**src/rtl/contador_uns_sequencial.sv**
```systemverilog
// ----------------------------------------------------------------------------
// contador_uns_sequencial
//
// Sequential ones-counter. Each accepted LARGURA-bit word is counted FATIA bits
// per clock, lowest slice first. Counts from every word in a packet are added
// into one saturating accumulator. The last word of the packet is marked by
// `ultimo`. After the last word is counted, the packet total, a threshold flag
// and a sticky saturation flag are presented on a valid/ready handshake.
//
// Parameters
//   LARGURA : input word width
//   FATIA   : bits counted per clock. It must divide LARGURA.
//             K = LARGURA/FATIA counting cycles per word.
//   ACUM_W  : width of the accumulator, of total and of limiar
//
// Ports
//   clk            rising-edge clock
//   reset          synchronous, active-high; drops any packet in flight
//   entrada_valida input word valid
//   entrada_pronta ready to accept a word; decoded from registered state only
//   chaves         word whose set bits are counted
//   ultimo         accepted word is the last of its packet
//   limiar         threshold, sampled in the last counting cycle of a packet
//   saida_valida   total and flags valid
//   saida_pronta   downstream accepts the total
//   total          saturating ones-count of the packet
//   acima_limiar   total >= limiar
//   saturou        accumulator saturated during this packet
// ----------------------------------------------------------------------------
module contador_uns_sequencial #(
  parameter int LARGURA = 8,
  parameter int FATIA   = 2,
  parameter int ACUM_W  = 16
) (
  input  logic              clk,
  input  logic              reset,
  input  logic              entrada_valida,
  output logic              entrada_pronta,
  input  logic [LARGURA-1:0] chaves,
  input  logic              ultimo,
  input  logic [ACUM_W-1:0] limiar,
  output logic              saida_valida,
  input  logic              saida_pronta,
  output logic [ACUM_W-1:0] total,
  output logic              acima_limiar,
  output logic              saturou
);

  localparam int K     = LARGURA / FATIA;
  localparam int CNT_W = (K > 1) ? $clog2(K) : 1;
  localparam int POP_W = $clog2(FATIA + 1);

  typedef enum logic [1:0] {
    OCIOSO,
    CONTANDO,
    APRESENTA
  } estado_t;

  estado_t             r_estado;
  estado_t             w_prox_estado;
  logic [LARGURA-1:0]  r_shift;
  logic [CNT_W-1:0]    r_fatia_cnt;
  logic                r_ultimo;
  logic [ACUM_W-1:0]   r_acum;
  logic                r_sat;       // sticky: set by any clamp within the packet
  logic [ACUM_W-1:0]   r_total;
  logic                r_acima;
  logic                r_saturou;

  logic [POP_W-1:0]    w_pop;
  logic [ACUM_W:0]     w_soma;
  logic                w_estouro;
  logic [ACUM_W-1:0]   w_acum_prox;
  logic                w_ultima_fatia;

  // Popcount of the slice currently at the bottom of the shift register.
  // NOTE: every variable written in always_comb gets a default value first.
  // Without it, a path that skips the assignment would infer a latch.
  always_comb begin
    w_pop = '0;
    for (int b = 0; b < FATIA; b++) begin
      w_pop = w_pop + POP_W'(r_shift[b]);
    end
  end

  // One extra bit catches the carry. On overflow the value clamps to all-ones
  // instead of wrapping.
  assign w_soma         = {1'b0, r_acum} + (ACUM_W + 1)'(w_pop);
  assign w_estouro      = w_soma[ACUM_W];
  assign w_acum_prox    = w_estouro ? {ACUM_W{1'b1}} : w_soma[ACUM_W-1:0];
  assign w_ultima_fatia = (r_fatia_cnt == CNT_W'(K - 1));

  always_comb begin
    w_prox_estado = r_estado;
    case (r_estado)
      OCIOSO:    if (entrada_valida) w_prox_estado = CONTANDO;
      CONTANDO:  if (w_ultima_fatia) w_prox_estado = r_ultimo ? APRESENTA : OCIOSO;
      APRESENTA: if (saida_pronta)   w_prox_estado = OCIOSO;
      default:   w_prox_estado = OCIOSO;
    endcase
  end

  // NOTE: sequential state uses non-blocking assignments only. All registers
  // then update together at the edge, and the order of statements does not
  // matter.
  always_ff @(posedge clk) begin
    if (reset) begin
      r_estado    <= OCIOSO;
      r_shift     <= '0;
      r_fatia_cnt <= '0;
      r_ultimo    <= 1'b0;
      r_acum      <= '0;
      r_sat       <= 1'b0;
      r_total     <= '0;
      r_acima     <= 1'b0;
      r_saturou   <= 1'b0;
    end else begin
      r_estado <= w_prox_estado;
      case (r_estado)
        OCIOSO: begin
          if (entrada_valida) begin
            r_shift     <= chaves;
            r_ultimo    <= ultimo;
            r_fatia_cnt <= '0;
          end
        end
        CONTANDO: begin
          r_acum      <= w_acum_prox;
          r_sat       <= r_sat | w_estouro;
          r_shift     <= r_shift >> FATIA;
          r_fatia_cnt <= r_fatia_cnt + CNT_W'(1);
          // Register the results from the post-add value, so the final slice
          // is included. limiar is compared in this same cycle.
          if (w_ultima_fatia && r_ultimo) begin
            r_total   <= w_acum_prox;
            r_acima   <= (w_acum_prox >= limiar);
            r_saturou <= r_sat | w_estouro;
          end
        end
        APRESENTA: begin
          if (saida_pronta) begin
            r_acum    <= '0;
            r_sat     <= 1'b0;
            r_saturou <= 1'b0;
          end
        end
        default: ;
      endcase
    end
  end

  assign entrada_pronta = (r_estado == OCIOSO);
  assign saida_valida   = (r_estado == APRESENTA);
  assign total          = r_total;
  assign acima_limiar   = r_acima;
  assign saturou        = r_saturou;

endmodule

```
**config.mk**
```make
export PLATFORM = sky130hd
export DESIGN_NAME = contador_uns_sequencial
export DESIGN_NICKNAME = d
export VERILOG_FILES = /design/src/rtl/contador_uns_sequencial.sv
export SDC_FILE = /design/constraint.sdc
export NUM_CORES = 1
export LEC_CHECK = 0
export ABC_CLOCK_PERIOD_IN_PS = 5250
export CORE_UTILIZATION = 35
export CTS_CLUSTER_DIAMETER = 120
export DETAILED_ROUTE_END_ITERATION = 6
export PLACE_DENSITY = 0.64
export SLEW_MARGIN = 20
export SYNTH_ARGS = -nofsm -noshare
export SYNTH_HDL_FRONTEND = slang
export SYNTH_SLANG_ARGS = --single-unit
```
**constraint.sdc**
```tcl
create_clock -name clk -period 5.25 [get_ports clk]
set_clock_uncertainty 0.2 [all_clocks]
set_input_delay 0.525 -clock clk [delete_from_list [all_inputs] [get_ports clk]]
set_output_delay 0.525 -clock clk [all_outputs]
set_load 0.03 [all_outputs]
```
Yosys cells after proc, flatten, opt, wreduce, memory -nomap -nowiden
Index checks and enable logic that the tools add are counted.

operators by class
  add/sub/neg operators = 3
  $lt $le $gt $ge = 1
  equal/unequal tests = 7
  muxes and demuxes = 16
  bitwise operators = 1
  reductions and logical operators = 10

operator list
  cell                                                                      count
  16-bit two-way mux                                                        2
  16-bit case mux with 2 select lines                                       1
  16-bit by 2-bit adder with 17-bit output                                  1
  16-bit >= comparator                                                      1
  8-bit case mux with 2 select lines                                        1
  2-bit two-way mux                                                         5
  8-bit two-way mux                                                         1
  2-bit AND reduction                                                       4
  2-bit inequality test (second input constant)                             3
  2-bit case mux with 3 select lines                                        1
  3-bit AND reduction                                                       2
  2-bit equality test (second input constant)                               2
  1-bit case mux with 2 select lines                                        2
  2-bit case mux with 2 select lines                                        1
  2-bit nonzero test                                                        2
  1-bit by 1-bit adder with 2-bit output                                    1
  2-bit by 1-bit adder with 2-bit output (second input constant)            1
  2-bit by 1-bit equality test with 1-bit output (second input constant)    1
  2-bit zero test                                                           1
  1-bit two-way mux                                                         2
  2-bit by 1-bit inequality test with 1-bit output (second input constant)  1
  1-bit logical AND                                                         1
  1-bit bitwise OR                                                          1

storage, ports and cells
  flip-flop bits (word level) = 48
  input port bits = 29
  output and inout bits = 20
  logic and storage cells = 47

Longest topological paths before layout
Gate-level depths: netlist of run 1.

  depth in word-level cells = 5
  depth in mapped cells = 13
  gate-level depth less buffers = 13

Least setup slack after synthesis of run 1
OpenSTA, ideal clock, no wires.

  path type = register to register
  start point = reg r_shift[0]
  end point = reg r_acima, in the netlist acima_limiar
  setup time = 0.092 ns
  data arrival time = 2.943 ns
  data required time = 4.958 ns
  path slack = 2.015 ns
  cell stages (with the launch flop) = 14
  buffers on the path = 0
  clock period less this slack = 3.235 ns
  cell sequence = dfxtp_1 inv_1 fa_1 inv_1 ha_1 nand2_1 or3_1 nor4_1 nor2_1 ha_1 nand2_1 nor2_1 or4b_1 o32ai_1

between the ends
  cells in the longest elaborated chain, start to end = 4

ends and longest elaborated chain
  item                                      line  source
  start, declared                           61    logic [LARGURA-1:0] r_shift;
  start signal, assigned                    122   r_shift <= chaves;
  start signal, assigned                    130   r_shift <= r_shift >> FATIA;
  1-bit by 1-bit adder with 2-bit output    82    w_pop = w_pop + POP_W'(r_shift[b]);
  16-bit by 2-bit adder with 17-bit output  88    assign w_soma = {1'b0, r_acum} + (ACUM_W + 1)'(w_pop);
  16-bit two-way mux                        90    assign w_acum_prox = w_estouro ? {ACUM_W{1'b1}} : w_soma[ACUM_W-1:0];
  net w_acum_prox[14]                       73    logic [ACUM_W-1:0] w_acum_prox;
  16-bit >= comparator                      136   r_acima <= (w_acum_prox >= limiar);
  end signal, assigned                      136
  end, declared                             67    logic r_acima;

The timed path passes the listed nets, and every way through them passes these cells.
A chain may end at the register's enable or synchronous reset.

Worst setup path after layout of run 1
Ends and elaborated chain as after synthesis.

==> impl_results.md, run 1 <==
- Final Hold Vio Count: 0
- Placed Area: 3430 um2
- Area delta synth->final: 23.3%
- Pins Over Slew Limit: 0
- TritonCTS Buffers: 5
- Row Count: 32
- Crit start category: flip-flop
- Worst stage delay on the critical path: 0.46 ns
- Layout cells sized above 1: 0.0634
- Initial antenna violation count: 0
- First-pass DRT Iterations: 5
- Detailed Route WL: 7140 um
- Postcts setup bufs: 0
- Antenna cells: 0
- P_leak: 1.38 nW
- Min-delay src: r_shift[6]
- Root Buffer: clkbuf_8
- Final setup vio count: 0
- CP Launch Point: r_shift[0]
- YS warnings: 0
- Placed Cells: 504
- Power Dens Cells: 211 nW/um2
- Die height: 92.6 um
- Core area: 7850 um2
- RR Startpoint: r_shift[0]
- H-tree depth: 2
- Relative slew margins: 0.347
- Largest net degree at the start of global routing: 29
- Final setup TNS: 0 ns
- Worst Hold Class: flip-flop to flip-flop
- Post-route ant nets: 0
- Vias in the first global route: 2523
- Clock transition at path regs: 0.10 ns
- Num ports: 49
- Port Buffers: 48
- Tot GR Track Use: 0.173
- Fill cells: 813
- Post-synthesis sequential area ratio: 0.335
- Initial core utilization: 0.366
- Worst path required time: 5.23 ns
- Sink Count: 48
- Number of synthesized flops with an enable pin: 0
- Worst slew pin tran: 0.976 ns
- Clk_lat worst skew: 0.31 ns
- Mapped Area: 2870 um2
- Status: completed
- Cts repair resizes: 0
- CP max stage cell: fa_1
- Detailed Route Iter0 Violations: 143
- Vias/cell: 5.43
- Yosys cell types: 52
- WS Path Type: flip-flop to flip-flop
- Worst EP arrival: 3.55 ns
- Via count: 2779
- Max cap viols: 0
- Critical path fanouts, max: 15
- Async set-reset flop share out of synthesis: 0
- Placer Congestion: 0.858
- Die area: 8570 um2
- CP cell instances: inv_1 -> fa_1 -> inv_1 -> ha_1 -> nand4_1 -> nor4_4 -> buf_4 -> or2_2 -> ha_1 -> a2111o_1 -> a311oi_1 -> o32ai_1
- Crit. End Element: flip-flop
- FMAX: 280 MHz
- Peak supply drop: 0.0963 mV
- Synth Register Bits: 48
- Residual DRC: 0
- Syn Area/Cell: 7.76 um2
- CTS tree: done
- Post-synth top flop: dfxtp_1
- Final Non-Filler Cells: 512
- Wire per inst: 13.9 um
- Layout net count: 457
- Final core utilization: 0.451
- Final Cell Area: 3540 um2
- Mapped Cells: 370
- Dpl hpwl: 5180 um
- First-pass GRT wire length: 12000 um
- Die W: 92.6 um
- Clock buffer depth: 2
- R2R setup slack: 1.68 ns
- Hold_buf cts: 0
- Gr ovfl total: 0
- Crit path time final: 3.57 ns
- RSZ-0062 raised after global routing: no
- Tcrit/Tclk final: 0.681
- Syn nets: 418
-- final cells by class --
| class | count | area, um2 | area share |
|---|---|---|---|
| inverters | 23 | 86.3 | 0.0244 |
| clock inverters | 2 | 35.0 | 0.00990 |
| flip-flops and latches | 48 | 961 | 0.271 |
| multi-input cells | 277 | 1730 | 0.489 |
| clock buffers | 6 | 72.6 | 0.0205 |
| repair buffers | 54 | 526 | 0.148 |
| well taps | 102 | 128 | 0.0361 |
-- cells in the mapped netlist, types with 2 or more instances --
cell      count  area, um2
nor3b_1       2       15.0
a211oi_1      5       37.5
nor4_1        5       31.3
nand3_2       2       20.0
nor2_1       49        184
and3_1        2       12.5
nand3b_1      4       30.0
or2_2         2       12.5
nand2_1      41        154
nor3_1       12       60.1
xor2_1        2       17.5
o21ai_0      21        105
nor2b_1       3       18.8
o22ai_1       2       12.5
a31oi_1       3       18.8
nand3_1      11       55.1
and3b_1       2       17.5
inv_1        23       86.3
mux2_2        2       22.5
o32ai_1       3       26.3
nor4_2        2       25.0
o31ai_1       4       30.0
ha_1         18        225
xnor2_1       3       26.3
a311oi_1     15        131
clkbuf_1     12       45.0
buf_2         8       40.0
dfxtp_1      48        961
buf_1         2       7.51
nand2b_1      7       43.8
nand4_1       4       25.0
a21oi_1      31        155
-- stage by stage --
stage	hold WS, ns	power [mW]	setup slack, ns
6_report	0.281	0.746	1.68
5_1_grt	0.304	0.784	1.37
4_1_cts	0.285	0.753	1.61
3_5_place_dp	0.270	0.487	1.63
3_3_place_gp	0.254	0.485	1.67
2_1_floorplan	0.238	0.445	2.02
-- sequential cells by signal, indices dropped and copies added, names as in the netlist, 2 cells and up --
name / cells
r_acum: 16
total: 16
r_shift: 8
r_estado: 2
r_fatia_cnt: 2
-- cells by family (layout without fill, tap and decap cells) --
| group | after synthesis | count (layout) | share of synthesized area |
|---|---|---|---|
| fa+ha+maj | 19 | 19 | 0.0854 |
| buf+inv | 45 | 85 | 0.0623 |
| compound gates | 93 | 93 | 0.210 |
| simple gates | 157 | 157 | 0.281 |
| xor+xnor | 5 | 5 | 0.0153 |
| flops | 48 | 48 | 0.335 |
| mux | 3 | 3 | 0.0113 |
-- worst max-delay path: cells and delay by family (launching register included) --
kind            cells  cell delay (ns)
flops               1             0.32
compound gates      3             0.94
buf+inv             3             0.39
simple gates        3             0.68
fa+ha+maj           3             0.94
-- where the power goes --
group	leakage [nW]	total, mW	switching, mW	internal [mW]
sequential	0.389	0.379	0.00614	0.373
clock	0.0552	0.268	0.126	0.142
combinational	0.936	0.0987	0.0521	0.0467
-- layout by cell type (no fill, tap or decap), drive strengths merged, types with 2 or more instances in the layout --
master | Yosys | layout
a211oi | 5 | 5
buf | 10 | 6
nand2b | 7 | 7
o21ai | 21 | 21
o32ai | 3 | 3
clkbuf | 12 | 6
a311oi | 15 | 15
nor4 | 8 | 8
ha | 18 | 18
mux2 | 2 | 2
dfxtp | 48 | 48
nor2 | 49 | 49
or4 | 2 | 2
nor3b | 2 | 2
or2 | 2 | 2
nand3b | 4 | 4
xnor2 | 3 | 3
nand3 | 13 | 13
xor2 | 2 | 2
and3 | 2 | 2
nand4 | 5 | 5
nor3 | 12 | 12
and3b | 2 | 2
o22ai | 2 | 2
inv | 23 | 23
nor2b | 3 | 3
clkdlybuf4s50 | 0 | 48
a31oi | 3 | 3
a21oi | 31 | 31
nand2 | 41 | 41
o31ai | 4 | 4
-- per-layer routing --
| layer | track usage | wire length (um) |
|---|---|---|
| met1 | 0.230 | 3380 |
| met3 | 0.0304 | 293 |
| met2 | 0.293 | 3400 |
| met4 | 0.0352 | 63 |
| met5 | 0 | 0 |
-- path summary, 6_finish.rpt --
path,endpoint,cells past startpoint
worst max-delay path,acima_limiar,12
worst min-delay path,r_shift[6],2
worst max register to register,acima_limiar,12
worst min register to register,r_shift[6],2
Power figures use the tool's default switching activity.
==> run 2: changes to the inputs <==
--- a/config.mk
+++ b/config.mk
@@ -5,11 +5,11 @@
 export SDC_FILE = /design/constraint.sdc
 export NUM_CORES = 1
 export LEC_CHECK = 0
-export ABC_CLOCK_PERIOD_IN_PS = 5250
+export ABC_CLOCK_PERIOD_IN_PS = 2900
 export CORE_UTILIZATION = 35
 export CTS_CLUSTER_DIAMETER = 120
 export DETAILED_ROUTE_END_ITERATION = 6
-export PLACE_DENSITY = 0.64
+export PLACE_DENSITY = 0.66
 export SLEW_MARGIN = 20
 export SYNTH_ARGS = -nofsm -noshare
 export SYNTH_HDL_FRONTEND = slang
==> constraint.sdc (replaced) <==
create_clock -name clk -period 2.9 [get_ports clk]
set_clock_uncertainty 0.2 [all_clocks]
set_input_delay 0.29 -clock clk [delete_from_list [all_inputs] [get_ports clk]]
set_output_delay 0.29 -clock clk [all_outputs]
set_load 0.03 [all_outputs]
==> run 2 against run 1 <==
The run now ends with negative setup slack left. Sequential share of layout area fell by 3.0 points. Cell count rose by 9.4%. Sequential power is 81% higher. Core utilization rose by 5.7 points. Non-clock buffer count rose by 48. Via count up 5.6%. Design area up 13%. Combinational power increased by 100%. Clock-buffer cell count up 1. First-iteration DRC count rose by 3.5%. Critical path depth is the same. Register-to-register slack worse by 1.9 ns. Critical path type unchanged.
==> impl_results.md, run 2 (same netlist as run 1, synthesis figures left out) <==
- Gr ovfl total: 0 (unchanged)
- Layout cells sized above 1: 0.199 (+0.135)
- Area delta synth->final: 38.9%
- Relative slew margins: 0.588 (+0.241)
- Failing checks: negative setup slack
- Worst Hold Class: flip-flop to flip-flop
- Global route hottest layer: met2
- Crit path time final: 3.13 ns (-0.445 ns)
- Num ports: 49 (unchanged)
- Met2 Track Usage GR: 0.325 (+0.0321)
- Vias/cell: 5.24 (-3.4%)
- Clock buffer depth: 2 (unchanged)
- Die area: 8570 um2 (unchanged)
- Commonest non-fill, non-tap cell in the layout: buf_4
- Core area: 7850 um2 (unchanged)
- Status: finished with violations
- Placer Congestion: 0.922 (+7.4%)
- Critical path fanouts, max: 3 (-12)
- Pins Over Slew Limit: 0 (unchanged)
- Root Buffer: clkbuf_8
- Max cap viols: 0 (unchanged)
- Worst path required time: 2.93 ns (-2.30 ns)
- Crit start category: flip-flop
- Comb pwr share: 0.149 (+0.017)
- RR Startpoint: r_shift[0]
- Internal power: 966 uW (+72%)
- Clock transition at path regs: 0.09 ns (about the same)
- Die W: 92.6 um (unchanged)
- Antenna cells: 0 (unchanged)
- Post-route setup slack: -0.229 ns (-1.91 ns)
- Sw Ratio: 0.266 (+0.0186)
- Clk_lat worst skew: 0.31 ns (about the same)
- Hold_ws: 0.278 ns (-0.00340 ns)
- TritonCTS Buffers: 5 (unchanged)
- Wire per inst: 13.9 um (about the same)
- P_leak: 1.66 nW (+20%)
- Peak supply drop: 0.189 mV (+97%)
- Clock Power Share: 0.329 (-0.030)
- Sink Count: 48 (unchanged)
- Hold_buf cts: 0 (unchanged)
- Vias in the first global route: 2800 (+11%)
- Tot GR Track Use: 0.192 (+0.0192)
- WS Path Type: flip-flop to flip-flop
- Min-delay src: r_shift[6]
- Row Count: 32 (unchanged)
- Met1 Use GR: 0.251 (+0.0208)
- Worst slew pin tran: 0.616 ns (-0.360 ns)
- CTS tree: done
- Switch Pwr: 350 uW (+90%)
- First-pass GRT wire length: 13100 um (+9.6%)
- Die height: 92.6 um (unchanged)
- Crit. End Element: flip-flop
- Detailed Route Iter0 Violations: 148 (+3.5%)
- Power Dens Cells: 330 nW/um2 (+57%)
- Dpl hpwl: 5910 um (+14%)
- Worst EP arrival: 3.16 ns (-0.39 ns)
- Tcrit/Tclk final: 1.08 (+0.398)
- Layout net count: 505 (+11%)
- H-tree depth: 2 (unchanged)
- Detailed Route WL: 7810 um (+9.3%)
- Place WS: -0.233 ns (-1.86 ns)
- Final Hold Vio Count: 0 (unchanged)
- CP Launch Point: r_shift[0]
- Port Buffers: 48 (unchanged)
- Final setup vio count: 1 (+1)
- Residual DRC: 0 (unchanged)
- FMAX: 320 MHz (+14%)
- Met3 usage: 0.0312 (+0.000821)
- First-pass DRT Iterations: 4 (-1)
- Most frequent cells in the layout: buf_4, nor2_1, clkdlybuf4s50_1
- Post-route ant nets: 0 (unchanged)
- Largest net degree at the start of global routing: 23 (-21%)
- Initial core utilization: 0.366 (unchanged)
- Via count: 2935 (+5.6%)
- RSZ-0062 raised after global routing: yes
- Sequential share of power: 0.522 (+0.014)
- Initial antenna violation count: 0 (unchanged)
- Total Power: 1.32 mW (+77%)
run 2: worst paths after layout:
check                 end  slack [ns]  cells after the start
min reg2reg    r_shift[6]        0.28                      2
min            r_shift[6]        0.28                      2
max          acima_limiar       -0.23                     12
max reg2reg  acima_limiar       -0.23                     12
run 2: worst max-delay path, stage by stage, from the launching register on:
cell     delay (ns)
dfxtp_2        0.33
inv_2          0.04
fa_2           0.41
inv_2          0.08
ha_4           0.13
nand4_1        0.15
buf_4          0.20
nor3_4         0.19
mux2_4         0.35
ha_4           0.27
nand4_1        0.07
or4b_4         0.49
o32ai_2        0.13
run 2: timing repair:
action,4_1_cts,5_1_grt
endpoints found under the setup margin,1,1
gates cloned,0,0
pin swaps,6,2
resized for setup,6,7
buffers inserted,0,1
run 2: per-layer routing:
layer	vias to the layer above	share of wire
met3	7	0.044
met1	1360	0.47
met5	-	0
met4	0	0.011
met2	69	0.48
li1	1499	-
run 2: power by group through the flow:
| stage | logic (mW) | registers [mW] | clock network, mW |
|---|---|---|---|
| after floorplan | 0.110 | 0.699 | 0 |
| after CTS | 0.197 | 0.687 | 0.446 |
| final | 0.197 | 0.687 | 0.433 |
| after global routing | 0.220 | 0.689 | 0.473 |
| after detailed placement | 0.196 | 0.701 | 0 |
| after global placement | 0.194 | 0.701 | 0 |
run 2: area by class of cell:
| type | count | area [um2] |
|---|---|---|
| well taps | 102 | 128 |
| multi-input cells | 277 | 1830 |
| clock buffers | 7 | 86.3 |
| repair buffers | 102 | 890 |
| inverters | 23 | 86.3 |
| fillers | 789 | 3860 |
| clock inverters | 1 | 7.51 |
| flip-flops and latches | 48 | 963 |
run 2: metrics by stage:
stage / TNS (ns) / cells / instance area, um2 / util
5_1_grt: -0.374 / 560 / 3990 / 0.508
4_1_cts: -0.171 / 559 / 3950 / 0.503
2_1_floorplan: -0.0490 / 370 / 2920 / -
3_5_place_dp: -0.233 / 551 / 3830 / 0.488
3_3_place_gp: -0.157 / 551 / 3830 / 0.488
6_report: -0.229 / 560 / 3990 / 0.508
==> run 3: changes to the inputs <==
--- a/config.mk
+++ b/config.mk
@@ -10,7 +10,6 @@
 export CTS_CLUSTER_DIAMETER = 120
 export DETAILED_ROUTE_END_ITERATION = 6
 export PLACE_DENSITY = 0.66
-export SLEW_MARGIN = 20
 export SYNTH_ARGS = -nofsm -noshare
 export SYNTH_HDL_FRONTEND = slang
 export SYNTH_SLANG_ARGS = --single-unit
==> results of run 3 <==
The final DEF is identical to that of run 2; final timing and power are the same.
